`src/rtl/subneg_mem_responder.sv`:
```
// Far-side memory responder for the SUBNEG bus: address latch, byte SRAM, output latch, host load port.
// Define OUT_FIFO_EN to replace the single output register with an OUT_DEPTH-entry FIFO.
module subneg_mem_responder #(
    parameter int AW        = 8,
    parameter int OUT_DEPTH = 4
) (
    input  logic          clk,
    input  logic          rst_n,
    input  logic          bus_latch_clk,
    input  logic          bus_oe,
    input  logic          bus_we,
    input  logic          bus_out_clk,
    input  logic [7:0]    bus_data_in,
    output logic [7:0]    bus_data_out,
    output logic          bus_data_oe,
    input  logic          load_valid,
    output logic          load_ready,
    input  logic [AW-1:0] load_addr,
    input  logic [7:0]    load_data,
    output logic [7:0]    out_data,
    output logic          out_valid,
    input  logic          out_ready,
    output logic [7:0]    out_count
);

    localparam int DEPTH = 1 << AW;

    logic [AW-1:0] addr_q, addr_d;
    logic          latch_p_q, latch_p_d;
    logic          we_p_q, we_p_d;
    logic          out_p_q, out_p_d;
    logic [7:0]    out_count_q, out_count_d;
    logic          latch_rise, we_fall, out_rise;
    logic [7:0]    mem [DEPTH];

    // NOTE: every signal written in always_comb gets a default first, so no path can infer a latch.
    always_comb begin
        latch_rise  = bus_latch_clk & ~latch_p_q;
        we_fall     = ~bus_we & we_p_q;
        out_rise    = bus_out_clk & ~out_p_q;
        latch_p_d   = bus_latch_clk;
        we_p_d      = bus_we;
        out_p_d     = bus_out_clk;
        addr_d      = addr_q;
        out_count_d = out_count_q;
        if (latch_rise) addr_d = bus_data_in[AW-1:0];
        if (out_rise)   out_count_d = out_count_q + 8'd1;
    end

    // NOTE: state registers use non-blocking assignments so every flop samples pre-edge values.
    always_ff @(posedge clk or negedge rst_n) begin
        if (!rst_n) begin
            addr_q      <= '0;
            latch_p_q   <= 1'b1;
            we_p_q      <= 1'b1;
            out_p_q     <= 1'b1;
            out_count_q <= 8'd0;
        end else begin
            addr_q      <= addr_d;
            latch_p_q   <= latch_p_d;
            we_p_q      <= we_p_d;
            out_p_q     <= out_p_d;
            out_count_q <= out_count_d;
        end
    end

    assign load_ready = ~we_fall;

    // NOTE: storage arrays carry no reset; only control state is cleared, so the array maps onto plain RAM.
    always_ff @(posedge clk) begin
        if (we_fall) begin
            mem[addr_q] <= bus_data_in;
        end else if (load_valid && load_ready) begin
            mem[load_addr] <= load_data;
        end
    end

    assign bus_data_oe  = ~bus_oe;
    assign bus_data_out = bus_data_oe ? mem[addr_q] : 8'h00;
    assign out_count    = out_count_q;

`ifdef OUT_FIFO_EN
    localparam int PW = $clog2(OUT_DEPTH);

    logic [7:0]  fifo_mem [OUT_DEPTH];
    logic [PW:0] wr_ptr_q, wr_ptr_d, rd_ptr_q, rd_ptr_d;
    logic        fifo_empty, fifo_full, push, pop;

    // Pointers carry one extra wrap bit to tell full from empty.
    always_comb begin
        fifo_empty = (wr_ptr_q == rd_ptr_q);
        fifo_full  = (wr_ptr_q[PW] != rd_ptr_q[PW]) && (wr_ptr_q[PW-1:0] == rd_ptr_q[PW-1:0]);
        pop        = ~fifo_empty & out_ready;
        push       = out_rise & (~fifo_full | pop);
        wr_ptr_d   = wr_ptr_q + {{PW{1'b0}}, push};
        rd_ptr_d   = rd_ptr_q + {{PW{1'b0}}, pop};
    end

    always_ff @(posedge clk or negedge rst_n) begin
        if (!rst_n) begin
            wr_ptr_q <= '0;
            rd_ptr_q <= '0;
        end else begin
            wr_ptr_q <= wr_ptr_d;
            rd_ptr_q <= rd_ptr_d;
        end
    end

    always_ff @(posedge clk) begin
        if (push) fifo_mem[wr_ptr_q[PW-1:0]] <= bus_data_in;
    end

    assign out_valid = ~fifo_empty;
    assign out_data  = fifo_empty ? 8'h00 : fifo_mem[rd_ptr_q[PW-1:0]];
`else
    logic [7:0] out_data_q, out_data_d;
    logic       out_valid_q, out_valid_d;
    logic       unused_out_ready;

    assign unused_out_ready = out_ready;

    always_comb begin
        out_data_d  = out_data_q;
        out_valid_d = out_rise;
        if (out_rise) out_data_d = bus_data_in;
    end

    always_ff @(posedge clk or negedge rst_n) begin
        if (!rst_n) begin
            out_data_q  <= 8'h00;
            out_valid_q <= 1'b0;
        end else begin
            out_data_q  <= out_data_d;
            out_valid_q <= out_valid_d;
        end
    end

    assign out_valid = out_valid_q;
    assign out_data  = out_data_q;
`endif

endmodule

```
`config.mk`:
```
export PLATFORM = sky130hd
export DESIGN_NAME = subneg_mem_responder
export DESIGN_NICKNAME = d
export VERILOG_FILES = /design/src/rtl/subneg_mem_responder.sv
export SDC_FILE = /design/constraint.sdc
export NUM_CORES = 2
export LEC_CHECK = 0
export CAP_MARGIN = 40
export CORE_MARGIN = 2
export CORE_UTILIZATION = 57
export CTS_CLUSTER_SIZE = 28
export DETAILED_ROUTE_END_ITERATION = 12
export PLACE_DENSITY = 0.75
export SYNTH_ARGS = -nofsm -noshare
export SYNTH_HDL_FRONTEND = slang
export SYNTH_SLANG_ARGS = --single-unit
```
`constraint.sdc`:
```
create_clock -name clk -period 15.95 [get_ports clk]
set_input_delay 3.9875 -clock clk [delete_from_list [all_inputs] [get_ports clk]]
set_output_delay 3.9875 -clock clk [all_outputs]
set_load 0.01 [all_outputs]
```
==> metrics.txt <==
run status=finished clean; commonest non-fill, non-tap cell in the layout=edfxtp_1; startpoint type of the worst setup path=primary input; Max Clock Freq=88.29 MHz; share of flip-flops with an asynchronous set or reset=1.349%; pin count of the biggest net entering global routing=134; iteration-0 DRC count of the detailed router=5827; Worst-path clk slew=0.06 ns; total vias in the final route=41430; post-place instance area=84220 um2; setup repair bufs after CTS=0; footprint of the flip-flops and latches=62220 um2; # DRC=0; setup ws final=4.624 ns; # rows=138; distinct cell type count of the synthesized netlist=74; Non-Filler Cell Area, Final=90300 um2; Final period util=71.01%; cells after synthesis=3956; count of endpoints failing hold in the final timing report=0; total clock buffers created by CTS=196; placer congestion estimate=0.9122; synthesized flop and latch total=2076; CTS Sinks=2076; library cell used as clock root buffer=clkbuf_16; most frequently used flop master after synthesis=edfxtp_1; worst slew margin relative to its limit=29.72%; start-to-end type of the worst setup path=in -> out; R2R setup slack=10.56 ns; Total Routed Length=199300 um; Post-synth EDFFs=2048; total grt overflow=0; endpoints failing setup=0; multi-input logic area=17860 um2; Skew-Pair Late Insertion Delay=0.83 ns; final period demand of the worst path=11.33 ns; power consumption=11.84 mW; number of nets in the final layout=4122; number of buffers on the longest clock path=3; die span in x=382.5 um; total die area=146300 um2; via count normalized by instance count=6.741; highest fanout seen on the critical path=8; arrival time reported for the critical path endpoint=7.34 ns; area grow syn2layout=10.56%; post-cts sizing count=0; mean instance size in the synthesized netlist=20.65 um2; Crit Reg-Reg Startpoint=addr_q[2]; number of buffer cells added on primary ports=57; number of cells on the worst reg-to-reg path=6; Setup Slack @ Placement=4.795 ns; initial antenna violation count=4; slew at the pin closest to its max-slew limit=1.048 ns; share of final-layout standard cells stronger than drive strength 1=20.11%; cell depth of the worst hold path=2; via count of the first global-routing pass=40920; wire length of the first global-routing pass=288200 um; global router's overall resource usage=27.49%; post-synthesis cell area=81680 um2; Power per Cell Area=131.1 nW/um2; Min-Delay Endpoint=out_data[7]; Detail Placement HPWL=121000 um; WP data required=11.96 ns; reg2reg end=mem[81][1]; endpoint kind of the worst setup timing path=output port; count of TritonRoute iterations in the first routing pass=5; fillcell total=9220; sequential element share of the synthesized area=76.16%; area inside the core boundary=141900 um2; CTS tree=built; commonest cells after routing, fill and taps aside=2048 x edfxtp_1, 406 x mux4_2, 291 x nor2_1; CTS H-tree lvls=4; antenna violation net count after detailed routing=0; Sum Neg Setup Slack=0 ns; Vert. Die Dim=382.5 um; P_leak=28.04 nW; hold buffer count at cts=0; number of maximum-capacitance violations=0; Initial Util=57.55%; setup clock skew after layout=0.03093 ns; Yosys warning count=0; number of top-level pins=59; number of nets in the synthesized netlist=3989; Pins Over Slew Limit=0; hold_sp=out_data[7]; Hold WC Path Type=reg -> reg; wire per inst=32.43 um; RSZ-0062 raised after global routing=no; peak supply drop=0.0001528 V
-- worst max path at each step --
| stage | from | cells past startpoint | end | slack (ns) |
|---|---|---|---|---|
| global placement | bus_oe | 6 | bus_data_out[4] | 4.83 |
| floorplan | bus_oe | 5 | bus_data_out[0] | 6.90 |
| CTS | bus_oe | 6 | bus_data_out[4] | 4.77 |
| finish | bus_oe | 6 | bus_data_out[4] | 4.62 |
| global route | bus_oe | 6 | bus_data_out[4] | 4.63 |
| detailed placement | bus_oe | 6 | bus_data_out[4] | 4.80 |
-- critical path, stage by stage --
cell and delay (ns):
clkdlybuf4s50_1 0.63, nor2b_1 0.55, o31ai_1 0.20, or4_1 0.58, o22ai_1 0.69, clkdlybuf4s50_1 0.68
-- Yosys cell counts (all sizes together) (2+ instances only) --
master | number | area, um2
a2111oi | 11 | 102.6
a211oi | 16 | 120.1
a21oi | 41 | 205.2
a22o | 3 | 26.28
a22oi | 42 | 315.3
a31oi | 15 | 93.84
a41oi | 2 | 17.52
and2 | 4 | 25.03
and3 | 10 | 62.56
and3b | 2 | 17.52
buf | 143 | 1256
clkbuf | 100 | 434.2
clkinv | 2 | 7.510
dfrtp | 25 | 625.6
dfstp | 3 | 78.83
edfxtp | 2048 | 61500
inv | 7 | 26.28
mux2 | 9 | 101.4
mux2i | 235 | 2352
mux4 | 437 | 9958
nand2 | 118 | 445.4
nand2b | 18 | 112.6
nand3 | 24 | 120.1
nand3b | 5 | 37.54
nand4 | 20 | 125.1
nand4b | 2 | 17.52
nor2 | 292 | 1096
nor2b | 7 | 43.79
nor3 | 15 | 75.07
nor3b | 3 | 22.52
o2111ai | 3 | 26.28
o211ai | 7 | 52.55
o21a | 17 | 127.6
o21ai | 50 | 250.2
o221ai | 108 | 983.5
o22ai | 39 | 244.0
o31a | 5 | 43.79
o31ai | 6 | 45.04
o32a | 6 | 60.06
o32ai | 2 | 25.03
or2 | 12 | 75.07
or3 | 18 | 112.6
or3b | 2 | 17.52
or4 | 2 | 15.01
xnor2 | 6 | 52.55
-- area by class of cell --
cell class | count | share of cell area, %
diodes | 4 | 0.01108
clock buffers | 237 | 5.720
clock inverters | 124 | 0.9408
inverters | 9 | 0.04434
multi-input cells | 1627 | 19.78
flip-flops and latches | 2076 | 68.90
well taps | 1890 | 2.619
repair buffers | 179 | 1.990
-- metrics by stage --
step	std cells	utilization [%]	hold slack, ns
floorplan	3956	-	0.5076
global placement	5728	58.94	0.4580
detailed placement	5773	59.34	0.4700
CTS	6134	63.58	0.4852
global route	6142	63.62	0.5081
finish	6146	63.63	0.4801
-- power breakdown --
part	leakage, nW	switching (mW)	internal (mW)
Sequential	18.8	0.0406	6.09
Clock	2.94	1.97	2.43
Combinational	6.28	0.835	0.474
Total	28.0	2.85	8.99
-- sequential cells by signal, summed over array words and instances (netlist names) --
signal / flops
we_p_q: 1
addr_q: 8
out_count: 8
latch_p_q: 1
out_p_q: 1
mem: 2048
out_data: 8
out_valid: 1
-- cell families after synthesis --
| group | Yosys count | synth area share [%] |
|---|---|---|
| DFF | 2076 | 76.16 |
| muxes | 681 | 15.20 |
| and+or+nand+nor | 557 | 2.995 |
| AOI/OAI and AO/OA | 381 | 3.441 |
| buffers and inverters | 253 | 2.122 |
| xor gates and xnor gates | 7 | 0.07506 |
| adders and majority gates | 1 | 0.01532 |
-- metal layers --
metal,wire length [um],vias up,global-route usage [%],share of wire (%)
met4,9336,0,12.30,4.7
met5,0,-,0,0
li1,-,16770,-,-
met2,93650,2580,41.52,47
met3,22990,452,7.549,12
met1,73330,21630,37.96,37
Power figures use the tool's default switching activity.
